File: config.mk
export PLATFORM = sky130hd
export DESIGN_NAME = i2c_regfile_arbiter
export DESIGN_NICKNAME = d
export VERILOG_FILES = /design/src/rtl/i2c_regfile_arbiter.sv
export SDC_FILE = /design/constraint.sdc
export NUM_CORES = 1
export LEC_CHECK = 0
export ABC_AREA = 1
export CORE_UTILIZATION = 35
export CTS_BUF_LIST = sky130_fd_sc_hd__clkbuf_16
export DETAILED_ROUTE_END_ITERATION = 7
export PLACE_DENSITY = 0.58
export SLEW_MARGIN = 20
export SYNTH_ARGS = -nofsm -noshare
export SYNTH_HDL_FRONTEND = slang
export SYNTH_SLANG_ARGS = --single-unit
File: constraint.sdc
create_clock -name clk -period 5.4 [get_ports clk]
set_input_delay 0.54 -clock clk [delete_from_list [all_inputs] [get_ports clk]]
set_output_delay 0.54 -clock clk [all_outputs]
set_load 0.03 [all_outputs]
File: src/rtl/i2c_regfile_arbiter.sv
// i2c_regfile_arbiter: 2^ADDR_W x DATA_W flop register file shared between
// the I2C slave (one-cycle rd/wr strobes) and a host req/ack port.
// Ports:
//   clk, reset             : system clock, synchronous active-high reset
//   i2c_addr/wdata/wr/rd   : I2C strobed request, latched into a 1-deep slot
//   i2c_rdata/rvalid       : I2C read data and one-cycle completion pulse
//   i2c_ovf                : sticky, strobe dropped because the slot was full
//   i2c_wp_err             : pulse, protected I2C write was blocked
//   host_req/we/addr/wdata : host request, held until host_ack
//   host_ack/rdata         : host completion pulse and read data
// Optional feature: define I2C_REGFILE_WP_EN to block I2C writes to
// addresses 0..WP_TOP (host writes are never blocked).
module i2c_regfile_arbiter #(
    parameter int ADDR_W = 5,
    parameter int DATA_W = 8,
    parameter int WP_TOP = 3
) (
    input  logic              clk,
    input  logic              reset,
    input  logic [ADDR_W-1:0] i2c_addr,
    input  logic [DATA_W-1:0] i2c_wdata,
    input  logic              i2c_wr,
    input  logic              i2c_rd,
    output logic [DATA_W-1:0] i2c_rdata,
    output logic              i2c_rvalid,
    output logic              i2c_ovf,
    output logic              i2c_wp_err,
    input  logic              host_req,
    input  logic              host_we,
    input  logic [ADDR_W-1:0] host_addr,
    input  logic [DATA_W-1:0] host_wdata,
    output logic              host_ack,
    output logic [DATA_W-1:0] host_rdata
);

    localparam int DEPTH = 1 << ADDR_W;

`ifdef I2C_REGFILE_WP_EN
    localparam bit WP_ON = 1'b1;
`else
    localparam bit WP_ON = 1'b0;
`endif

    typedef enum logic [1:0] {
        S_IDLE,
        S_ACC_I2C,
        S_ACC_HOST
    } state_t;

    state_t r_state;
    state_t w_next;

    logic              r_last_i2c;
    logic              r_slot_v;
    logic              r_slot_we;
    logic [ADDR_W-1:0] r_slot_addr;
    logic [DATA_W-1:0] r_slot_data;
    logic              r_acc_we;
    logic [ADDR_W-1:0] r_acc_addr;
    logic [DATA_W-1:0] r_acc_data;
    logic [DATA_W-1:0] r_mem [DEPTH];
    logic [DATA_W-1:0] r_i2c_rdata;
    logic              r_i2c_rvalid;
    logic              r_i2c_ovf;
    logic              r_wp_err;
    logic              r_host_ack;
    logic [DATA_W-1:0] r_host_rdata;

    logic w_i2c_stb;
    logic w_host_cand;
    logic w_gnt_i2c;
    logic w_gnt_host;
    logic w_prot;
    logic w_mem_we;
    logic w_i2c_rd_done;
    logic w_host_done;
    logic w_wp_block;

    assign w_i2c_stb = i2c_wr | i2c_rd;
    // The ack cycle must not re-grant the host on a late-dropped req.
    assign w_host_cand = host_req & ~r_host_ack;
    // On a tie the side not granted last wins.
    assign w_gnt_i2c = (r_state == S_IDLE) & r_slot_v
                     & (~w_host_cand | ~r_last_i2c);
    assign w_gnt_host = (r_state == S_IDLE) & w_host_cand & ~w_gnt_i2c;
    assign w_prot = WP_ON && (int'(r_acc_addr) <= WP_TOP);

    // State register
    always_ff @(posedge clk) begin
        if (reset) begin
            r_state <= S_IDLE;
        end else begin
            r_state <= w_next;
        end
    end

    // Next state
    always_comb begin
        w_next = S_IDLE;
        unique case (r_state)
            S_IDLE: begin
                if (w_gnt_i2c) begin
                    w_next = S_ACC_I2C;
                end else if (w_gnt_host) begin
                    w_next = S_ACC_HOST;
                end
            end
            S_ACC_I2C:  w_next = S_IDLE;
            S_ACC_HOST: w_next = S_IDLE;
            default:    w_next = S_IDLE;
        endcase
    end

    // Access-cycle actions
    always_comb begin
        w_mem_we      = 1'b0;
        w_i2c_rd_done = 1'b0;
        w_host_done   = 1'b0;
        w_wp_block    = 1'b0;
        unique case (r_state)
            S_ACC_I2C: begin
                if (r_acc_we) begin
                    w_wp_block = w_prot;
                    w_mem_we   = ~w_prot;
                end else begin
                    w_i2c_rd_done = 1'b1;
                end
            end
            S_ACC_HOST: begin
                w_host_done = 1'b1;
                w_mem_we    = r_acc_we;
            end
            default: ;
        endcase
    end

    // Datapath, pending slot and storage
    always_ff @(posedge clk) begin
        if (reset) begin
            r_last_i2c   <= 1'b0;
            r_slot_v     <= 1'b0;
            r_slot_we    <= 1'b0;
            r_slot_addr  <= '0;
            r_slot_data  <= '0;
            r_acc_we     <= 1'b0;
            r_acc_addr   <= '0;
            r_acc_data   <= '0;
            r_i2c_rdata  <= '0;
            r_i2c_rvalid <= 1'b0;
            r_i2c_ovf    <= 1'b0;
            r_wp_err     <= 1'b0;
            r_host_ack   <= 1'b0;
            r_host_rdata <= '0;
            for (int i = 0; i < DEPTH; i++) begin
                r_mem[i] <= '0;
            end
        end else begin
            r_i2c_rvalid <= w_i2c_rd_done;
            r_host_ack   <= w_host_done;
            r_wp_err     <= w_wp_block;
            if (w_i2c_rd_done) begin
                r_i2c_rdata <= r_mem[r_acc_addr];
            end
            if (w_host_done && !r_acc_we) begin
                r_host_rdata <= r_mem[r_acc_addr];
            end
            if (w_mem_we) begin
                r_mem[r_acc_addr] <= r_acc_data;
            end
            // A strobe in the grant cycle refills the slot being freed.
            if (w_i2c_stb) begin
                if (!r_slot_v || w_gnt_i2c) begin
                    r_slot_v    <= 1'b1;
                    r_slot_we   <= i2c_wr;
                    r_slot_addr <= i2c_addr;
                    r_slot_data <= i2c_wdata;
                end else begin
                    r_i2c_ovf <= 1'b1;
                end
            end else if (w_gnt_i2c) begin
                r_slot_v <= 1'b0;
            end
            if (w_gnt_i2c) begin
                r_acc_we   <= r_slot_we;
                r_acc_addr <= r_slot_addr;
                r_acc_data <= r_slot_data;
                r_last_i2c <= 1'b1;
            end else if (w_gnt_host) begin
                r_acc_we   <= host_we;
                r_acc_addr <= host_addr;
                r_acc_data <= host_wdata;
                r_last_i2c <= 1'b0;
            end
        end
    end

    assign i2c_rdata  = r_i2c_rdata;
    assign i2c_rvalid = r_i2c_rvalid;
    assign i2c_ovf    = r_i2c_ovf;
    assign i2c_wp_err = r_wp_err;
    assign host_ack   = r_host_ack;
    assign host_rdata = r_host_rdata;

endmodule
# Yosys cells after proc, flatten, opt, wreduce, memory -nomap -nowiden
# Memory sizes are Yosys's and may differ from the RTL's. A register that Yosys moved wholly into a read port is not among the register bits.
# Cells that the tools add are included.
dict set report totals {
  word_cells 73
  n_memories 1
  ramBits 256
  regBits 51
  romBits 0
  latchBits 0
  in_bits 32
}
dict set report op_classes {
  n_reduce_logical 13
  bitwise_logic 13
  addsub 0
  n_lt_le_gt_ge 0
  n_eq_ne 3
  shift 0
  mul 0
  div 0
  mux 28
}
# name words width rd rd_ports_with_merged_regs write_ports line
set mem_list {}
lappend mem_list {r_mem 32 8 1 1 32 61} ;# logic [DATA_W-1:0] r_mem [DEPTH];
# op count
set ops {}
lappend ops {{$mux W5} 5}
lappend ops {{$mux W8} 3}
lappend ops {{$mux W1} 18}
lappend ops {{$reduce_or A8 Y1} 1}
lappend ops {{$not A1 Y1} 6}
lappend ops {{$reduce_and A2 Y1} 3}
lappend ops {{$and A1 B1 Y1} 5}
lappend ops {{$reduce_bool A2 Y1} 2}
lappend ops {{$reduce_or A3 Y1} 1}
lappend ops {{$eq A2 B1 Y1 const B} 1}
lappend ops {{$eq A2 B2 Y1 const B} 1}
lappend ops {{$logic_not A1 Y1} 2}
lappend ops {{$logic_not A2 Y1} 1}
lappend ops {{$mux W2} 1}
lappend ops {{$ne A2 B1 Y1 const B} 1}
lappend ops {{$or A1 B1 Y1} 2}
lappend ops {{$pmux W1 S2} 1}
lappend ops {{$reduce_or A2 Y1} 1}
lappend ops {{$logic_and A1 B1 Y1} 1}
lappend ops {{$logic_or A1 B1 Y1} 1}

# Longest topological paths before layout
dict set report depth {
  ltp_word 11
  depth_mapped 11
  mapped_depth_nobuf 10
}

# Worst setup path after synthesis
# Ideal clock, no wire load.
dict set report synth_path {
  path_kind {input port to flip-flop}
  startpoint {in reset}
  endpoint {mem r_mem[19][0] (enable)}
  setup_slack_ns 3.193
  arrival_ns 1.878
  n_path_buf 1
  cell_stages 6
  path_cell_list {buf_6 > inv_2 > nand3_4 > nor3_4 > nand2_4 > nand2_1}
}
# item line
set synth_rtl {}
lappend synth_rtl {{from (decl)} 19} ;# input logic reset,
lappend synth_rtl {{to (decl)} 61}

==> run summary <==
Seq/Total Area, Yosys - 63.2%
Setup crit start kind - flop
post-route ant nets - 0
Crit path max-delay family - buffers and inverters
max_slew headroom - 16.9%
status - completed
Tot Pwr - 5.74 mW
fin cells - 2,020
layout cells sized above 1 - 7.72%
Tmin final - 3440 ps
most frequent cell on the critical path - nand2_1
WP depth - 10
routed len/inst - 18.6 um
cell count after synthesis - 1,468
Util after Layout - 40.9%
Worst IR Drop VDD - 0.203 mV
Clock transition at path regs - 60 ps
CTS Hold Bufs - 0
Core Box Area - 38,900 um2
max capacitance violation total - 0
top_reg_cell synth - edfxtp_1
Nets - 1,512
postcts setup bufs - 0
Hold Path Class - flop to flop
Routed WL - 37,700 um
root buf cell - clkbuf_16
H-tree depth - 2
grt ovf - 0
Yosys reg bits - 312
antenna cells - 0
final-report hold violation count - 0
Post-synth EDFFs - 256
worst reg-to-reg setup slack - 1960 ps
placement-stage cell area - 14,800 um2
CP Capture Type - flop
fin. max-slew vios - 0
worst path cell trace - clkinv_2, buf_4, nand2_1, nand3_1, nand3_1, nand2_1, nand2_1, nand3_1, nand2_1, a21oi_1
worst skew pair latency - 500 ps
WS Path Type - flop to flop
Mapped Area - 13,900 um2
worst slew pin tran - 1240 ps
final setup margin - 1960 ps
post-synthesis cell type count - 29
commonest non-fill, non-tap cell in the layout - nand2_1
Initial DRT Pass Iterations - 5
leak pwr - 6.25 nW
row cnt - 72
Iter 0 DRT Violations - 1,064
P&R area growth vs syn - 14.3%
fmax - 0.291 GHz
Syn. warnings - 0
Fin Setup TNS - 0 ps
dpl cells - 1,957
global-route wire length before repair - 58,500 um
Residual DRC - 0
Crit path arrival time - 3780 ps
largest net degree at the start of global routing - 78
asr flop ratio synth - 0%
syn_nets - 1,503
Worst Path Max Fanout - 65
R2R cell count - 10
gpl congestion - 0.812
hold depth - 2
number of port buffers - 50
Die Wd - 202 um
post-DR vias/cell - 5.07
commonest non-fill, non-tap cells in the layout - nand2_1 (407), nor2_1 (263), edfxtp_1 (256)
Setup Skew - 9.56 ps
Chip Height - 202 um
initial antenna violation count - 0
slowest CP cell - clkinv_2
I/O pin cnt - 52
synthesized area per cell - 9.49 um2
TritonCTS Sinks - 312
pre-CTS WS - 1980 ps
Pwr per Cell Area - 361 nW/um2
Worst path max stage delay - 910 ps
Post-Layout Inst Area - 15,900 um2
via count - 10,200
CTS buffer count - 35
Die Footprint - 40,600 um2
Final Setup Violations - 0
unrepaired setup endpoints after global routing - no
final worst-path cycle share - 63.6%
Hold Slack - 457 ps
Starting Density - 35.8%
vias in the first global route - 10,100
WP data required - 5750 ps
clock tree from TritonCTS - yes
CTS max path bufs - 3
Global Route Usage Sum - 18.6%
Buf+Inv Stages, Crit Path - 2
# resized after CTS - 0
detailed placer's ending HPWL - 22,600 um
[path summary, 6_finish.rpt]
| path | start | end |
|---|---|---|
| setup / recovery | flop | host_rdata[0] |
| hold / removal | r_slot_data[6] | r_slot_data[6] |
| setup reg to reg | flop | host_rdata[0] |
| hold reg to reg | r_slot_data[6] | r_slot_data[6] |
[worst register-to-register path: cells and delay by family (launching register included)]
kind	cells	cell delay, ps
AO/OA/AOI/OAI	1	80
buffers and inverters	2	1600
flip-flops	1	720
AND/OR/NAND/NOR	7	890
[cell type report]
cell class	count	area, um2
fillers	3857	23000
inverters	53	203
clock inverters	25	149
well taps	518	648
flip-flops and latches	312	8810
clock buffers	37	926
repair buffers	65	641
multi-input cells	1010	4550
[power by group]
group	switching (mW)	internal [mW]
Clock	0.934	1.32
Combinational	0.531	0.189
Sequential	0.0642	2.70
Total	1.53	4.21
[metal layers]
metal  global-route usage, %  wire [um]
met5                       0          0
met4                    5.38        862
met3                    2.43       2260
met2                    30.8      18300
met1                    25.4      16300
[state kept, by name (all words and copies together) (netlist names), 2 cells and up, named ones only]
name / count
r_acc_addr: 5
host_rdata: 8
r_mem: 256
r_acc_data: 8
r_state: 2
i2c_rdata: 8
r_slot_addr: 5
r_slot_data: 8
[cell usage after synthesis (2+ instances only)]
master	instances	area share (%)
ha_1	3	0.27
o211ai_1	5	0.27
edfxtp_1	256	55
a21oi_1	27	0.97
inv_2	2	0.054
nand2_2	5	0.22
o21ai_0	30	1.1
inv_1	51	1.4
clkbuf_1	59	1.6
buf_2	18	0.65
o221ai_1	6	0.38
nand3_1	211	7.6
nor2_2	10	0.45
nor3_4	4	0.47
nor3_2	7	0.50
nand2_4	24	1.9
a22o_1	2	0.13
nor2_1	263	7.1
nand2_1	407	11
buf_1	14	0.38
dfxtp_1	56	8.0
[logic make-up after synthesis]
| kind of cell | Yosys count | share of synthesized area (%) |
|---|---|---|
| simple gates | 933 | 29.4 |
| flops | 312 | 63.2 |
| buf+inv | 146 | 4.17 |
| compound gates | 73 | 2.96 |
| fa+ha+maj | 3 | 0.269 |
| other cells | 1 | 0.0269 |
Note: power is estimated with default switching activity, not from simulation.
